--- src/rtl/prbs15_pkg.sv ---
// Shared widths, FSM state type and helpers for the PRBS15 checker.
package prbs15_pkg;

    localparam int PRBS15_W = 15;
    localparam int CNT_W    = 32;
    localparam int POP_W    = 4;

    typedef enum logic {
        ST_UNLOCKED = 1'b0,
        ST_LOCKED   = 1'b1
    } state_e;

    // x^15 + x^14 + 1, shifting towards the MSB
    function automatic logic [PRBS15_W-1:0] prbs15_next(
        input logic [PRBS15_W-1:0] s
    );
        return {s[PRBS15_W-2:0], s[14] ^ s[13]};
    endfunction

    function automatic logic [CNT_W-1:0] cnt_sat_add(
        input logic [CNT_W-1:0] a,
        input logic [CNT_W-1:0] b
    );
        logic [CNT_W:0] sum;
        sum = {1'b0, a} + {1'b0, b};
        return sum[CNT_W] ? {CNT_W{1'b1}} : sum[CNT_W-1:0];
    endfunction

endpackage

--- src/rtl/prbs15_checker_popcount15.sv ---
// Combinational ones count of a 15-bit word.
module popcount15
    import prbs15_pkg::*;
(
    input  logic [PRBS15_W-1:0] data_i,
    output logic [POP_W-1:0]    count_o
);

    always_comb begin
        count_o = '0;
        for (int i = 0; i < PRBS15_W; i++) begin
            count_o = count_o + {{(POP_W-1){1'b0}}, data_i[i]};
        end
    end

endmodule

--- config.mk ---
export PLATFORM = sky130hd
export DESIGN_NAME = popcount15
export DESIGN_NICKNAME = d
export VERILOG_FILES = /design/src/rtl/prbs15_pkg.sv /design/src/rtl/prbs15_checker_popcount15.sv
export SDC_FILE = /design/constraint.sdc
export NUM_CORES = 1
export LEC_CHECK = 0
export ABC_AREA = 1
export CORE_AREA = 2 2 39 41
export DETAILED_ROUTE_END_ITERATION = 10
export DIE_AREA = 0 0 41 43
export PLACE_DENSITY = 0.55
export SLEW_MARGIN = 20
export SYNTH_ARGS = -nofsm -noshare
export SYNTH_HDL_FRONTEND = slang
export SYNTH_SLANG_ARGS = --single-unit
--- constraint.sdc ---
create_clock -name vclk -period 4.7
set_clock_uncertainty 0.15 [all_clocks]
set_input_delay 0.94 -clock vclk [all_inputs]
set_output_delay 0.94 -clock vclk [all_outputs]
set_load 0.1 [all_outputs]
==> results of run 1 <==
==> per-stage QoR <==
| stage | utilization, % | cells | worst slack [ns] | TNS, ns |
|---|---|---|---|---|
| finish | 46.2 | 75 | -0.584 | -1.77 |
| global route | 46.2 | 75 | -0.634 | -1.97 |
| CTS | 45.6 | 74 | -0.681 | -2.01 |
| detailed placement | 46.3 | 73 | -1.02 | -3.29 |
| global placement | 46.3 | 73 | -0.991 | -3.21 |
| floorplan | - | 37 | -0.656 | -1.53 |
==> cell usage after synthesis (all sizes together) <==
cell type	count
inv	21
fa	10
ha	2
a21oi	1
nand2	1
nand3	1
xnor2	1
==> final cells by class <==
class                           instances  area [µm²]  area share [%]
Inverter                               21        86.3            13.5
Multi-Input combinational cell         16         304            47.6
Tap cell                               16        20.0            3.13
Timing Repair Buffer                   22         229            35.8
==> cell families (layout without fill, tap and decap cells) <==
family / count (synthesis) / after routing / synth area share [%]
buf+inv: 21 / 43 / 24.1
fa+ha+maj: 12 / 12 / 69.0
simple gates: 2 / 2 / 2.68
compound gates: 1 / 1 / 1.53
xor+xnor: 1 / 1 / 2.68
==> metal layers <==
metal / routed length [µm] / vias up / GRT usage, % / part of all wire (%)
met1: 180 / 135 / 8.08 / 29
met2: 405 / 8 / 15.3 / 65
met4: 0 / 0 / 0 / 0
met5: 0 / - / 0 / 0
met3: 36 / 0 / 0 / 5.8
li1: - / 138 / - / -
==> what timing repair did <==
item | in CTS | in global routing
setup endpoints to repair | 4 | 4
gates resized for setup | 25 | 4
pin swaps | 8 | 5
buffers inserted | 1 | 1
==> worst max-delay path: cells and delay by family <==
| kind | cells | cell delay [ns] |
|---|---|---|
| fa+ha+maj | 6 | 2.85 |
| buf+inv | 4 | 0.39 |
==> worst min path at each step <==
stage              start    endpoint  cells after the start
6_report       data_i[4]  count_o[0]                      5
5_1_grt        data_i[4]  count_o[0]                      5
4_1_cts        data_i[4]  count_o[0]                      5
3_5_place_dp   data_i[4]  count_o[0]                      5
3_3_place_gp   data_i[4]  count_o[0]                      5
2_1_floorplan  data_i[4]  count_o[3]                      5
==> reports/qor.csv, run 1 <==
stage;metric;value;unit
run_status;run status;finished with violations;
run_status;failing checks;setup timing;
timing;Final period util;112;%
layout;clock buf count;0;
placement;I/O Buffers;19;
critical_path;WP data required;3.61;ns
placement;gpl congestion;0.654;
critical_path;crit path launch;data_i[5];
floorplan;Ports;19;
floorplan;die width;41;µm
flow_run;max cap viols;0;
timing;final critical-path required period;5.28;ns
synth;Mapped Avg Cell Area;8.83;µm²
critical_path;crit end category;output pin;
layout;Layout area overhead;95.8;%
layout;Reg area;0;µm²
synth;Area contributors post-synth;fa_1 61%, inv_1 24%, ha_1 7.7%;
critical_path;WP data arrival;4.19;ns
detailed_routing;Iteration-0 DRC Markers;1;
timing;relative slew slack;84.1;%
floorplan;Starting Density;23.6;%
layout;commonest non-fill, non-tap cells in the layout;14 x inv_1, 9 x clkdlybuf4s50_1, 8 x fa_1, 5 x inv_2, 5 x buf_2;
global_routing;pin count of the biggest net entering global routing;3;
timing;fmax;189;MHz
detailed_routing;final antenna-violating net count;0;
synth;Mapped Area;327;µm²
detailed_routing;final WL;621;µm
layout;layout cells sized above 1;44.1;%
timing;Final Hold Viols;0;
timing;max-slew violations;0;
layout;fill count;140;
synth;post-synthesis net count;64;
detailed_routing;DRC errors left;0;
detailed_routing;Vias;281;
critical_path;Worst setup endpoint;count_o[1];
worst_hold_path;min-delay worst type;in2out;
floorplan;core area;1380;µm²
critical_path;CP peak stage delay;0.56;ns
timing;Hold WS;2.71;ns
global_routing;via count of the first global-routing pass;258;
synth;post-synth top area share;61.3;%
critical_path;startpoint class of the critical path;primary input;
synth;Mapped Cells;37;
placement;Placed Area;641;µm²
global_routing;global-route wire length before repair;931;µm
floorplan;Cell Rows;14;
critical_path;Critical Path Most Common Cell;fa_1;
cts;hold_buf cts;0;
floorplan;Die ar.;1760;µm²
detailed_routing;vias per cell;3.75;
detailed_routing;drt wl/cell;8.28;µm
layout;Nets;88;
global_routing;initial antenna violation count;0;
placement;HPWL Detailed;587;µm
layout;most common cell after layout, fill and taps aside;inv_1;
global_routing;overall routing resource usage;7.43;%
timing;Worst-Margin Slew;0.238;ns
timing;final setup fails;4;
floorplan;overall die height;43;µm
critical_path;CP cell instances;buf_6, fa_1, inv_2, fa_1, fa_1, fa_1, fa_2, fa_2, clkinvlp_4, buf_12;
layout;n_diodes;0;
synth;Ys Warns;0;
critical_path;critical path's slowest cell;fa_2;
layout;fin area;639;µm²
critical_path;CP max FO;2;
synth;area leader, netlist;fa_1;
timing;setup ws final;-0.584;ns
synth;post-synthesis sequential area ratio;0;%
detailed_routing;Pre-antenna DRT Iters;2;
timing;RSZ-0062 raised after global routing;yes;
critical_path;critical path type;in2out;
global_routing;total gr overflow;0;
layout;FF+latch count;0;
synth;Synth cell types;7;
Power of run 1 is not shown: default switching activity piles up to over one toggle a cycle in this logic, so the estimate is an artifact.
==> run 2: changes to the inputs <==
==> constraint.sdc (replaced) <==
create_clock -name vclk -period 4.7
set_clock_uncertainty 0.15 [all_clocks]
set_input_delay 0.94 -clock vclk [all_inputs]
set_output_delay 0.94 -clock vclk [all_outputs]
set_load 0.02 [all_outputs]
==> run 2 against run 1 <==
Sequential share of layout area is the same; critical path type unchanged; global-route usage grew 1.3 points; wire length is 2.3% lower; utilization is 6.1 points lower; worst setup slack gained 0.087 ns; the run still ends with setup timing left; highest routed layer unchanged; cell count is 2.7% lower.
==> reports/qor.csv, run 2 (synthesis results as in run 1) <==
stage;metric;value;unit;change
run_status;run status;finished with violations;;
run_status;failing checks;setup timing;;
global_routing;via count of the first global-routing pass;296;;+15%
layout;most common cell after layout, fill and taps aside;inv_1;;
layout;Core Util, Final;40.1;%;-6.1 points
global_routing;GR peak layer;met2;;
critical_path;startpoint class of the critical path;primary input;;
worst_hold_path;HP Start;data_i[4];;
power_and_ir_drop;peak supply drop;0.280;mV;
timing;max-slew violations;0;;unchanged
critical_path;WP data required;3.61;ns;about the same
timing;setup ws final;-0.498;ns;+0.0867 ns
layout;Layout area overhead;70.1;%;
power_and_ir_drop;pwr/cell area;543;nW/µm²;
detailed_routing;drt wl/cell;8.32;µm;+0.42%
detailed_routing;vias per cell;3.60;;-3.8%
timing;Final Hold Viols;0;;unchanged
power_and_ir_drop;sequential power share;0;%;
flow_run;max cap viols;0;;unchanged
timing;RSZ-0062 raised after global routing;yes;;
floorplan;overall die height;43;µm;unchanged
global_routing;pin count of the biggest net entering global routing;4;;+1
detailed_routing;Iteration-0 DRC Markers;0;;-1
global_routing;global-route wire length before repair;1130;µm;+21%
layout;Nets;86;;-2.3%
layout;commonest non-fill, non-tap cells in the layout;16 x inv_1, 9 x clkdlybuf4s50_1, 8 x fa_1, 6 x buf_6, 5 x inv_2;;
global_routing;GRT met1 Usage;12.4;%;+4.3 points
layout;fin area;556;µm²;-13%
layout;post-route insts no fill;73;;-2.7%
timing;relative slew slack;85.4;%;+1.3 points
power_and_ir_drop;Sw Pwr;142;µW;
global_routing;met3 Usage GRT;0;%;unchanged
layout;clock buf count;0;;unchanged
critical_path;crit end category;output pin;;
critical_path;WP data arrival;4.11;ns;-0.08 ns
layout;n_diodes;0;;unchanged
detailed_routing;Pre-antenna DRT Iters;1;;-1
floorplan;Cell Rows;14;;unchanged
detailed_routing;final WL;607;µm;-2.3%
timing;Final period util;111;%;-1.8 points
timing;final critical-path required period;5.20;ns;-0.0867 ns
worst_hold_path;hold path depth;5;;unchanged
worst_hold_path;min-delay worst type;in2out;;
power_and_ir_drop;Final Total Pwr;302;µW;
placement;placed cell count;72;;-1.4%
global_routing;total gr overflow;0;;unchanged
critical_path;critical path type;in2out;;
global_routing;initial antenna violation count;0;;unchanged
timing;Hold WS;2.56;ns;-0.143 ns
placement;HPWL Detailed;581;µm;-1.0%
placement;I/O Buffers;19;;unchanged
global_routing;overall routing resource usage;8.74;%;+1.3 points
critical_path;CP max FO;2;;unchanged
power_and_ir_drop;Comb power frac;100.0;%;
power_and_ir_drop;Internal;160;µW;
layout;layout cells sized above 1;33.3;%;-11 points
placement;gpl congestion;0.625;;-4.5%
timing;fmax;192;MHz;+1.7%
floorplan;core area;1380;µm²;unchanged
power_and_ir_drop;sw frac;47.1;%;
critical_path;crit path launch;data_i[5];;
placement;pre-CTS setup slack;-1.37;ns;-0.352 ns
global_routing;met2 Usage GRT;15.3;%;unchanged
floorplan;Starting Density;23.6;%;unchanged
floorplan;die width;41;µm;unchanged
power_and_ir_drop;Leak Pwr;0.302;nW;
detailed_routing;DRC errors left;0;;unchanged
power_and_ir_drop;clock group share of total power;0;%;
layout;FF+latch count;0;;unchanged
layout;Reg area;0;µm²;unchanged
placement;Placed Area;561;µm²;-12%
worst_hold_path;Endpoint, Worst Hold;count_o[0];;
timing;Worst-Margin Slew;0.218;ns;-0.0194 ns
detailed_routing;final antenna-violating net count;0;;unchanged
timing;final setup fails;4;;unchanged
detailed_routing;Vias;263;;-6.4%
timing;setup TNS;-1.36;ns;+0.402 ns
floorplan;Die ar.;1760;µm²;unchanged
floorplan;Ports;19;;unchanged
run 2: changes by cell type in the layout (fill, tap and decap cells not counted), sizes merged:
cell / before / now
buf: 13 / 10
clkinvlp: 2 / 0
inv: 19 / 21
clkbuf: 0 / 1
run 2: worst max path at each step:
stage | cells after the start | end | slack (ns)
4_1_cts | 10 | count_o[1] | -0.56
5_1_grt | 10 | count_o[1] | -0.57
3_3_place_gp | 10 | count_o[2] | -1.35
3_5_place_dp | 10 | count_o[2] | -1.37
2_1_floorplan | 8 | count_o[2] | -0.27
6_report | 10 | count_o[1] | -0.50
run 2: layer usage:
| layer | wire (µm) | vias to the layer above |
|---|---|---|
| met5 | 0 | - |
| met4 | 0 | 0 |
| met3 | 47 | 0 |
| met2 | 353 | 8 |
| met1 | 206 | 121 |
| li1 | - | 134 |
run 2: cell type report:
class	instances	area [µm²]
well taps	16	20.0
inverters	21	78.8
multi-input cells	16	272
fillers	163	828
repair buffers	20	185
run 2: what timing repair did:
item | 4_1_cts | 5_1_grt
resized for setup | 50 | 2
pin swaps | 9 | 6
hold buffers | 0 | 0
buffers inserted | 1 | 0
setup endpoints to repair | 4 | 4
run 2: worst max-delay path, stage by stage:
cell   delay [ns]
buf_6        0.09
fa_1         0.52
inv_1        0.05
fa_1         0.46
fa_1         0.57
fa_1         0.43
fa_2         0.36
fa_2         0.53
inv_2        0.03
buf_6        0.12
run 2: power by group through the flow:
stage          Sequential (mW)  Combinational, mW  Clock (mW)
2_1_floorplan                0              0.184           0
3_3_place_gp                 0              0.282           0
3_5_place_dp                 0              0.286           0
4_1_cts                      0              0.309           0
5_1_grt                      0              0.334           0
6_report                     0              0.302           0
Power figures use the tool's default switching activity.
